==> src/rtl/noc_pkg.sv <==
// Shared flit and channel types for the crosspoint injection path.
// Used by the injection arbiter and its round-robin sub-block.
package noc_pkg;

    localparam int PLD_W = 82;
    localparam int ID_W  = 2;

    typedef enum logic [1:0] {
        CH_AW = 2'd0,
        CH_W  = 2'd1,
        CH_AR = 2'd2
    } chan_e;

    typedef struct packed {
        logic              head;
        logic              tail;
        chan_e             chan;
        logic [ID_W-1:0]   tgtid;
        logic [PLD_W-1:0]  payload;
    } flit_t;

endpackage

==> src/rtl/xp_inject_arbiter_rr_arb3.sv <==
// Three-way round-robin arbiter: first requester at or after ptr wins.
// Grant is one-hot and suppressed entirely when en is low.
module rr_arb3 (
    input  logic [2:0] req,
    input  logic [1:0] ptr,
    input  logic       en,
    output logic [2:0] gnt
);

    logic       found;
    logic [1:0] idx;

    always_comb begin
        gnt   = '0;
        found = 1'b0;
        idx   = '0;
        for (int i = 0; i < 3; i++) begin
            idx = 2'((int'(ptr) + i) % 3);
            if (en && !found && req[idx]) begin
                gnt[idx] = 1'b1;
                found    = 1'b1;
            end
        end
    end

endmodule

==> src/rtl/xp_inject_arbiter.sv <==
// Merges RN-side AW, W and AR requests onto one XP injection link.
// W bursts lock the link from head to tail; packets rotate round-robin.
module xp_inject_arbiter
    import noc_pkg::*;
#(
    parameter int MAX_BURST = 16
) (
    input  logic             clk,
    input  logic             rst,
    input  logic             aw_valid,
    output logic             aw_ready,
    input  logic [PLD_W-1:0] aw_payload,
    input  logic [ID_W-1:0]  aw_tgtid,
    input  logic             w_valid,
    output logic             w_ready,
    input  logic             w_head,
    input  logic             w_tail,
    input  logic [PLD_W-1:0] w_payload,
    input  logic [ID_W-1:0]  w_tgtid,
    input  logic             ar_valid,
    output logic             ar_ready,
    input  logic [PLD_W-1:0] ar_payload,
    input  logic [ID_W-1:0]  ar_tgtid,
    output logic             link_valid,
    input  logic             link_ready,
    output logic             link_head,
    output logic             link_tail,
    output logic [1:0]       link_chan,
    output logic [PLD_W-1:0] link_payload,
    output logic [ID_W-1:0]  link_tgtid,
    output logic             err_proto,
    output logic             err_burst
);

    localparam int CW = $clog2(MAX_BURST + 1);

    typedef enum logic {S_IDLE, S_BURST} state_e;

    state_e          state_q, state_d;
    chan_e           rr_q, rr_d;
    logic [CW-1:0]   cnt_q, cnt_d, cnt_inc;
    flit_t           flit_q, flit_d;
    logic            vld_q, vld_d;
    logic            ep_q, ep_d, eb_q, eb_d;
    logic            can_load, arb_en;
    logic [2:0]      req, gnt;
    logic            aw_rdy, w_rdy, ar_rdy;

    assign can_load = !vld_q || link_ready;
    assign arb_en   = can_load && (state_q == S_IDLE);
    assign req      = {ar_valid, w_valid && w_head, aw_valid};
    assign cnt_inc  = cnt_q + 1'b1;

    rr_arb3 u_arb (
        .req (req),
        .ptr (rr_q),
        .en  (arb_en),
        .gnt (gnt)
    );

    always_comb begin
        state_d = state_q;
        rr_d    = rr_q;
        cnt_d   = cnt_q;
        flit_d  = flit_q;
        vld_d   = vld_q && !link_ready;
        ep_d    = ep_q;
        eb_d    = eb_q;
        aw_rdy  = 1'b0;
        w_rdy   = 1'b0;
        ar_rdy  = 1'b0;
        unique case (state_q)
            S_IDLE: begin
                // headless W is swallowed without waiting on the link
                if (w_valid && !w_head) begin
                    w_rdy = 1'b1;
                    ep_d  = 1'b1;
                end
                unique case (1'b1)
                    gnt[0]: begin
                        aw_rdy = 1'b1;
                        vld_d  = 1'b1;
                        flit_d = '{head: 1'b1, tail: 1'b1, chan: CH_AW,
                                   tgtid: aw_tgtid, payload: aw_payload};
                        rr_d   = CH_W;
                    end
                    gnt[1]: begin
                        w_rdy  = 1'b1;
                        vld_d  = 1'b1;
                        flit_d = '{head: 1'b1, tail: w_tail, chan: CH_W,
                                   tgtid: w_tgtid, payload: w_payload};
                        cnt_d  = CW'(1);
                        if (w_tail) rr_d = CH_AR;
                        else state_d = S_BURST;
                    end
                    gnt[2]: begin
                        ar_rdy = 1'b1;
                        vld_d  = 1'b1;
                        flit_d = '{head: 1'b1, tail: 1'b1, chan: CH_AR,
                                   tgtid: ar_tgtid, payload: ar_payload};
                        rr_d   = CH_AW;
                    end
                    default: ;
                endcase
            end
            S_BURST: begin
                w_rdy = can_load;
                if (w_valid && can_load) begin
                    vld_d  = 1'b1;
                    flit_d = '{head: 1'b0, tail: w_tail, chan: CH_W,
                               tgtid: w_tgtid, payload: w_payload};
                    if (w_head) ep_d = 1'b1;
                    if (w_tail) begin
                        state_d = S_IDLE;
                        rr_d    = CH_AR;
                        cnt_d   = '0;
                    end else begin
                        if (cnt_q != CW'(MAX_BURST)) cnt_d = cnt_inc;
                        if (cnt_inc >= CW'(MAX_BURST)) eb_d = 1'b1;
                    end
                end
            end
            default: state_d = S_IDLE;
        endcase
    end

    always_ff @(posedge clk or negedge rst) begin
        if (!rst) begin
            state_q <= S_IDLE;
            rr_q    <= CH_AW;
            cnt_q   <= '0;
            flit_q  <= '0;
            vld_q   <= 1'b0;
            ep_q    <= 1'b0;
            eb_q    <= 1'b0;
        end else begin
            state_q <= state_d;
            rr_q    <= rr_d;
            cnt_q   <= cnt_d;
            flit_q  <= flit_d;
            vld_q   <= vld_d;
            ep_q    <= ep_d;
            eb_q    <= eb_d;
        end
    end

    // readies are forced low while reset is held
    assign aw_ready     = aw_rdy && rst;
    assign w_ready      = w_rdy && rst;
    assign ar_ready     = ar_rdy && rst;
    assign link_valid   = vld_q;
    assign link_head    = flit_q.head;
    assign link_tail    = flit_q.tail;
    assign link_chan    = flit_q.chan;
    assign link_payload = flit_q.payload;
    assign link_tgtid   = flit_q.tgtid;
    assign err_proto    = ep_q;
    assign err_burst    = eb_q;

endmodule

==> config.mk <==
export PLATFORM = sky130hd
export DESIGN_NAME = xp_inject_arbiter
export DESIGN_NICKNAME = d
export VERILOG_FILES = /design/src/rtl/noc_pkg.sv /design/src/rtl/xp_inject_arbiter_rr_arb3.sv /design/src/rtl/xp_inject_arbiter.sv
export SDC_FILE = /design/constraint.sdc
export NUM_CORES = 1
export LEC_CHECK = 0
export BUFFER_PORTS_ARGS = -buffer_cell sky130_fd_sc_hd__buf_2
export CORE_UTILIZATION = 25
export DETAILED_ROUTE_END_ITERATION = 8
export PLACE_DENSITY = 0.61
export SYNTH_ARGS = -nofsm -noshare
export SYNTH_HDL_FRONTEND = slang
export SYNTH_SLANG_ARGS = --single-unit
==> constraint.sdc <==
create_clock -name clk -period 4.8 [get_ports clk]
set_input_delay 0.48 -clock clk [delete_from_list [all_inputs] [get_ports clk]]
set_output_delay 0.48 -clock clk [all_outputs]
set_load 0.01 [all_outputs]
Word-level counts from Yosys, hierarchy flattened
Index checks and enable logic that the tools add are counted.
{"block": "word_totals", "in_bits": 260, "out_inout_bits": 94, "latch_bits": 0, "n_memories": 0, "mem_bits_rw": 0, "romBits": 0, "ff_bits": 99, "word_cells": 109}
{"block": "classes", "n_shift": 0, "magnitude_cmp": 7, "mux": 47, "n_div": 3, "addsub": 3, "reduce_logical": 27, "multipliers": 0, "n_eq_ne": 7, "n_bitwise": 4}
{"cell": "88-bit one-hot mux with 3 select lines", "count": 1}
{"cell": "88-bit one-hot mux with 2 select lines", "count": 1}
{"cell": "88-bit two-way mux", "count": 1}
{"cell": "32-bit by 3-bit remainder unit with 32-bit output, second input constant", "count": 2}
{"cell": "3-bit by 3-bit remainder unit with 32-bit output, second input constant", "count": 1}
{"cell": "1-bit two-way mux", "count": 22}
{"cell": "5-bit two-way mux", "count": 4}
{"cell": "1-bit logical AND", "count": 16}
{"cell": "5-bit one-hot mux with 2 select lines", "count": 1}
{"cell": "2-bit by 3-bit less-than comparator with 1-bit output, second input constant", "count": 3}
{"cell": "3-bit two-way mux", "count": 3}
{"cell": "1-bit one-hot mux with 2 select lines", "count": 4}
{"cell": "1-bit binary-select mux with 2-bit select", "count": 3}
{"cell": "1-bit demux with 2-bit select", "count": 3}
{"cell": "2-bit by 1-bit >= comparator with 1-bit output, second input constant", "count": 3}
{"cell": "3-bit bitwise OR", "count": 2}
{"cell": "2-bit one-hot mux with 3 select lines", "count": 1}
{"cell": "3-bit AND reduction", "count": 2}
{"cell": "5-bit by 1-bit adder with 5-bit output, second input constant", "count": 1}
{"cell": "5-bit >= comparator, second input constant", "count": 1}
{"cell": "1-bit logical NOT", "count": 5}
{"cell": "5-bit != test, second input constant", "count": 1}
{"cell": "2-bit two-way mux", "count": 2}
{"cell": "2-bit by 1-bit != test with 1-bit output, second input constant", "count": 2}
{"cell": "11 further kinds", "count": 13}

Longest topological paths before layout
{"block": "depth", "depth_word": 16, "mapped_depth": 12, "mapped_depth_nobuf": 8}

By module
Synthesis repeated with hierarchy kept, for this count alone.
{"block": "hier_totals", "cells_unflattened": 582, "area_unflattened_um2": 5829.3}
{"module": "xp_inject_arbiter", "seq_area_each_um2": 2477.4, "n_inst": 1, "cells_each": 547, "area_each_um2": 5577.8}
{"module": "rr_arb3", "seq_area_each_um2": 0.0, "n_inst": 1, "cells_each": 35, "area_each_um2": 251.5}

Least setup slack after synthesis
No wires, ideal clock.
{"block": "synth_path", "path_type": "reg-to-output", "start": "register rr_q[0]", "end": "output ar_ready", "slack_ps": 2155, "t_arrival_ps": 2165, "n_path_buf": 4, "stages_incl_launch_ff": 11, "path_cell_list": "dfrtp_1 -> inv_1 -> ha_1 -> clkbuf_1 -> nand3b_1 -> mux2i_1 -> o311a_1 -> buf_2 -> buf_2 -> clkbuf_1 -> and2_1"}
{"block": "synth_via", "elab_chain_len": 16, "word_cells_on_any_way": 43, "cone_classes": "add/sub (2); div (3); order compare (6); mux (19); bitwise (2); reduce/logical (11)"}
{"item": "start: declaration", "line_no": "xp_inject_arbiter.sv:40", "text": "chan_e rr_q, rr_d;"}
{"item": "start signal: assignment", "line_no": "xp_inject_arbiter.sv:138", "text": "rr_q <= rr_d;"}
{"item": "branches (longest 12 deep; another with 32-bit by 3-bit remainder unit with 32-bit output)"}
{"item": "3-bit two-way mux (*)", "line_no": "xp_inject_arbiter_rr_arb3.sv:19", "text": "if (en && !found && req[idx]) begin"}
{"item": "1-bit two-way mux (*)", "line_no": "xp_inject_arbiter.sv:79", "text": "unique case (1'b1)"}
{"item": "1-bit two-way mux (*)", "line_no": "xp_inject_arbiter.sv:72", "text": "unique case (state_q)"}
{"item": "1-bit logical AND (*)", "line_no": "xp_inject_arbiter.sv:150", "text": "assign ar_ready = ar_rdy && rst;"}
{"item": "end: declaration", "line_no": "xp_inject_arbiter.sv:21", "text": "output logic ar_ready,"}
Every way passes the cells marked *. The select of a mux whose other input is x is not followed.

Worst setup path in the final report
{"block": "layout_path", "start": "register rr_q[1]", "end": "register flit_q (netlist bit link_payload[27])"}
{"block": "layout_via", "elab_chain_len": 15, "word_cells_on_any_way": 44, "cone_classes": "add/sub (2); div (3); order compare (6); eq/ne (1); mux (19); bitwise (2); reduce/logical (11)"}
{"item": "branches (longest 12 deep; another with 32-bit by 3-bit remainder unit with 32-bit output)"}
{"item": "3-bit two-way mux (*)", "line_no": "xp_inject_arbiter_rr_arb3.sv:19"}
{"item": "88-bit one-hot mux with 3 select lines or 4-bit != test (tied branches)"}
{"item": "88-bit one-hot mux with 2 select lines or 2-bit AND reduction (tied branches)"}
{"item": "end signal: assignment", "line_no": "xp_inject_arbiter.sv:140", "text": "flit_q <= flit_d;"}
{"item": "end: declaration", "line_no": "xp_inject_arbiter.sv:42", "text": "flit_t flit_q, flit_d;"}
Marks and branches as above.
A chain may end at the register's enable or synchronous reset.

==> impl_metrics.env <==
export IMPL_globalRoute_busiestLayer="met2"
export IMPL_cts_tree="built"
export IMPL_path_max_fanout=91
export IMPL_relSlewSlack_pct=32.0
export IMPL_fin_tns_setup_ps=0
export IMPL_htree_levels=3
export IMPL_peakVddDrop_mv=0.361
export IMPL_fmax_mhz=276
export IMPL_die_area_sq_um=22500
export IMPL_avgSynthCellArea_sq_um=10.8
export IMPL_ant_nets=0
export IMPL_grt_overflow_total=0
export IMPL_placed_area_sq_um=7450
export IMPL_internal_power_mw=3.13
export IMPL_grtUsageMet3_pct=4.30
export IMPL_endpoint_kind="register"
export IMPL_syn_nets=774
export IMPL_totalWireLength_microns=18200
export IMPL_syn_cell_area_sq_um=5470
export IMPL_worstSkewPairLatency_ps=350
export IMPL_min_period_over_period_pct=75.5
export IMPL_drive_above_1_share_pct=46.0
export IMPL_firstDrtPassIters=9
export IMPL_fin_hold_ws_ps=134
export IMPL_core_area_sq_um=21200
export IMPL_drt_iter0_markers=532
export IMPL_cts_reportedPaths_clkPinSlew_ps=80
export IMPL_route_detailed_drc=0
export IMPL_dp_hpwl_microns=13600
export IMPL_vias=5427
export IMPL_synthFlopType="dfrtp_1"
export IMPL_postCtsHoldBufs=0
export IMPL_antenna_found_initial=0
export IMPL_antenna_cells=0
export IMPL_finClkSkew_ps=15.0
export IMPL_fin_crit_ps=3620
export IMPL_start_util_pct=25.8
export IMPL_grt_max_degree=92
export IMPL_worst_pin_slew_ps=1020
export IMPL_nFillCells=2202
export IMPL_post_route_cell_area_sq_um=7740
export IMPL_cts_buffers=9
export IMPL_grt_pass1_wl_microns=27200
export IMPL_critPathLaunchType="register"
export IMPL_clockBufferDepth=2
export IMPL_rsz0062_at_grt="false"
export IMPL_post_cts_buffers=0
export IMPL_final_max_slew_violation_count=0
export IMPL_p_leak_nw=4.26
export IMPL_seqPwrFrac_pct=27.1
export IMPL_cts_repair_resized=0
export IMPL_wl_per_cell_microns=16.3
export IMPL_grt_util_met2_pct=27.5
export IMPL_p_sw_mw=2.40
export IMPL_yosysSeqAreaShare_pct=45.3
export IMPL_io_buffers=353
export IMPL_switching_share_pct=43.4
export IMPL_avgViaCountPerCell=4.86
export IMPL_yosysUniqueCellTypes=52
export IMPL_multi_input_area_sq_um=2400
export IMPL_ios=354
export IMPL_root_buffer="clkbuf_16"
export IMPL_cp_data_required_time_ps=5070
export IMPL_reg2reg_slack_ps=1180
export IMPL_dieWidth_microns=150
export IMPL_power_density_nw_per_um2=714
export IMPL_synth_edf_count=0
export IMPL_final_util_pct=36.5
export IMPL_yosysWarnings=0
export IMPL_cts_sinks=99
export IMPL_synth_cells=508
export IMPL_grtUsageMet1_pct=19.1
export IMPL_setup_viol=0
export IMPL_ys_ff_latch=99
export IMPL_place_gp_congestion=0.750
export IMPL_die_h_microns=150
export IMPL_cp_arrival_ps=3890
export IMPL_track_usage_pct=15.8
export IMPL_syn_to_final_growth_pct=41.4
export IMPL_p_clk_share_pct=13.5
export IMPL_hold_violations=0
export IMPL_status="finished, final reports clean"
export IMPL_async_flop_share_pct=100
export IMPL_worst_setup_path_type="register to register"
export IMPL_final_seq_area_sq_um=2480
export IMPL_hold_path_class="input pin to asynchronous set/reset pin"
export IMPL_rows=53
export IMPL_grt_pass1_vias=5141
export IMPL_final_net_count=1104
export IMPL_cap_violations=0
export IMPL_power_share_combinational_pct=59.4
[layout make-up]
type | instances | area share, %
flip-flops and latches | 99 | 32.0
inverters | 96 | 4.66
clock buffers | 10 | 2.96
repair buffers | 362 | 24.1
well taps | 275 | 4.45
clock inverters | 5 | 0.825
multi-input cells | 270 | 31.0
[layout by cell type (no fill, tap or decap), types with 2 or more instances in the layout]
cell       instances
nor3b_1            2
inv_1             96
mux2i_1           86
and2_1             2
o21ai_0            7
buf_4              8
a21oi_1            9
clkbuf_16          9
a222oi_1          84
nor2b_1            2
buf_2            352
buf_12             2
and4b_1            2
nand2_1           12
o21ai_1            2
ha_1               6
mux2_2             2
nand3_1            6
nand4b_1           2
dfrtp_1           99
nand2b_1           4
nor2_1             9
clkinv_4           2
nand3b_1           3
a21o_1             2
[critical path, cell delays in order (launching register included)]
cell and delay [ps]:
dfrtp_1 390, inv_1 100, ha_1 350, nor2b_1 120, o211a_1 240, o311a_4 700
a211oi_4 930, buf_4 390, a222oi_1 120, mux2i_1 180
[routing by layer]
metal / share of wire, % / vias to the layer above
met2: 49 / 286
met1: 41 / 2543
met3: 8.7 / 19
met5: 0 / -
met4: 1.0 / 0
li1: - / 2579
[stage by stage]
step	setup WS, ps	cells	power (mW)
after detailed placement	1170	1102	4.85
after global placement	1260	1102	4.78
after CTS	1200	1117	5.61
after global routing	950	1117	5.97
final	1180	1117	5.52
after floorplan	2150	508	3.88
[final timing paths]
path                                        from                           end  depth (start not counted)
max                          rr_q[1]$_DFFE_PN0P_  link_payload[27]$_DFFE_PN0P_                          9
min in group clk                          w_tail             state_q$_DFF_PN0_                          2
max reg2reg                  rr_q[1]$_DFFE_PN0P_  link_payload[27]$_DFFE_PN0P_                          9
max in group asynchronous                    rst  link_payload[12]$_DFFE_PN0P_                          2
min                                          rst  link_payload[46]$_DFFE_PN0P_                          1
min reg2reg                err_proto$_DFFE_PN0P_         err_proto$_DFFE_PN0P_                          1
[power by group through the flow]
| stage | Sequential (mW) | Combinational [mW] | Clock (mW) |
|---|---|---|---|
| 2_1_floorplan | 1.68 | 2.20 | 0 |
| 3_3_place_gp | 1.50 | 3.28 | 0 |
| 3_5_place_dp | 1.50 | 3.35 | 0 |
| 4_1_cts | 1.50 | 3.33 | 0.775 |
| 5_1_grt | 1.55 | 3.61 | 0.808 |
| 6_report | 1.50 | 3.28 | 0.744 |
[state kept, by name (all words and copies together) (netlist names)]
register      cells
link_payload     82
cnt_q             5
link_chan         2
link_tgtid        2
rr_q              2
err_burst         1
err_proto         1
link_head         1
link_tail         1
link_valid        1
state_q           1
[logic make-up after synthesis]
| logic type | Yosys count | share of synthesized area, % |
|---|---|---|
| buffers and inverters | 139 | 11.1 |
| and+or+nand+nor | 52 | 5.31 |
| muxes | 89 | 16.4 |
| xor gates and xnor gates | 1 | 0.160 |
| adders and majority gates | 6 | 1.37 |
| AOI/OAI and AO/OA | 122 | 20.4 |
| DFF | 99 | 45.3 |
[cell usage after synthesis, drive strengths merged, types with 2 or more instances]
cell | n | share of area, %
nand3b | 3 | 0.41
ha | 6 | 1.4
and2 | 3 | 0.34
nand4b | 2 | 0.32
a21oi | 9 | 0.82
and4b | 2 | 0.37
mux2i | 86 | 16
nor2b | 2 | 0.23
a211oi | 2 | 0.50
nor2 | 9 | 0.62
clkbuf | 19 | 1.3
dfrtp | 99 | 45
nand2 | 13 | 0.94
o31ai | 2 | 0.37
o21ai | 9 | 0.82
a21o | 3 | 0.41
a222oi | 84 | 15
nand2b | 4 | 0.46
buf | 24 | 3.2
mux2 | 3 | 0.62
nand3 | 6 | 0.55
inv | 96 | 6.6
nor3b | 2 | 0.27
(Power assumes the default switching activity.)
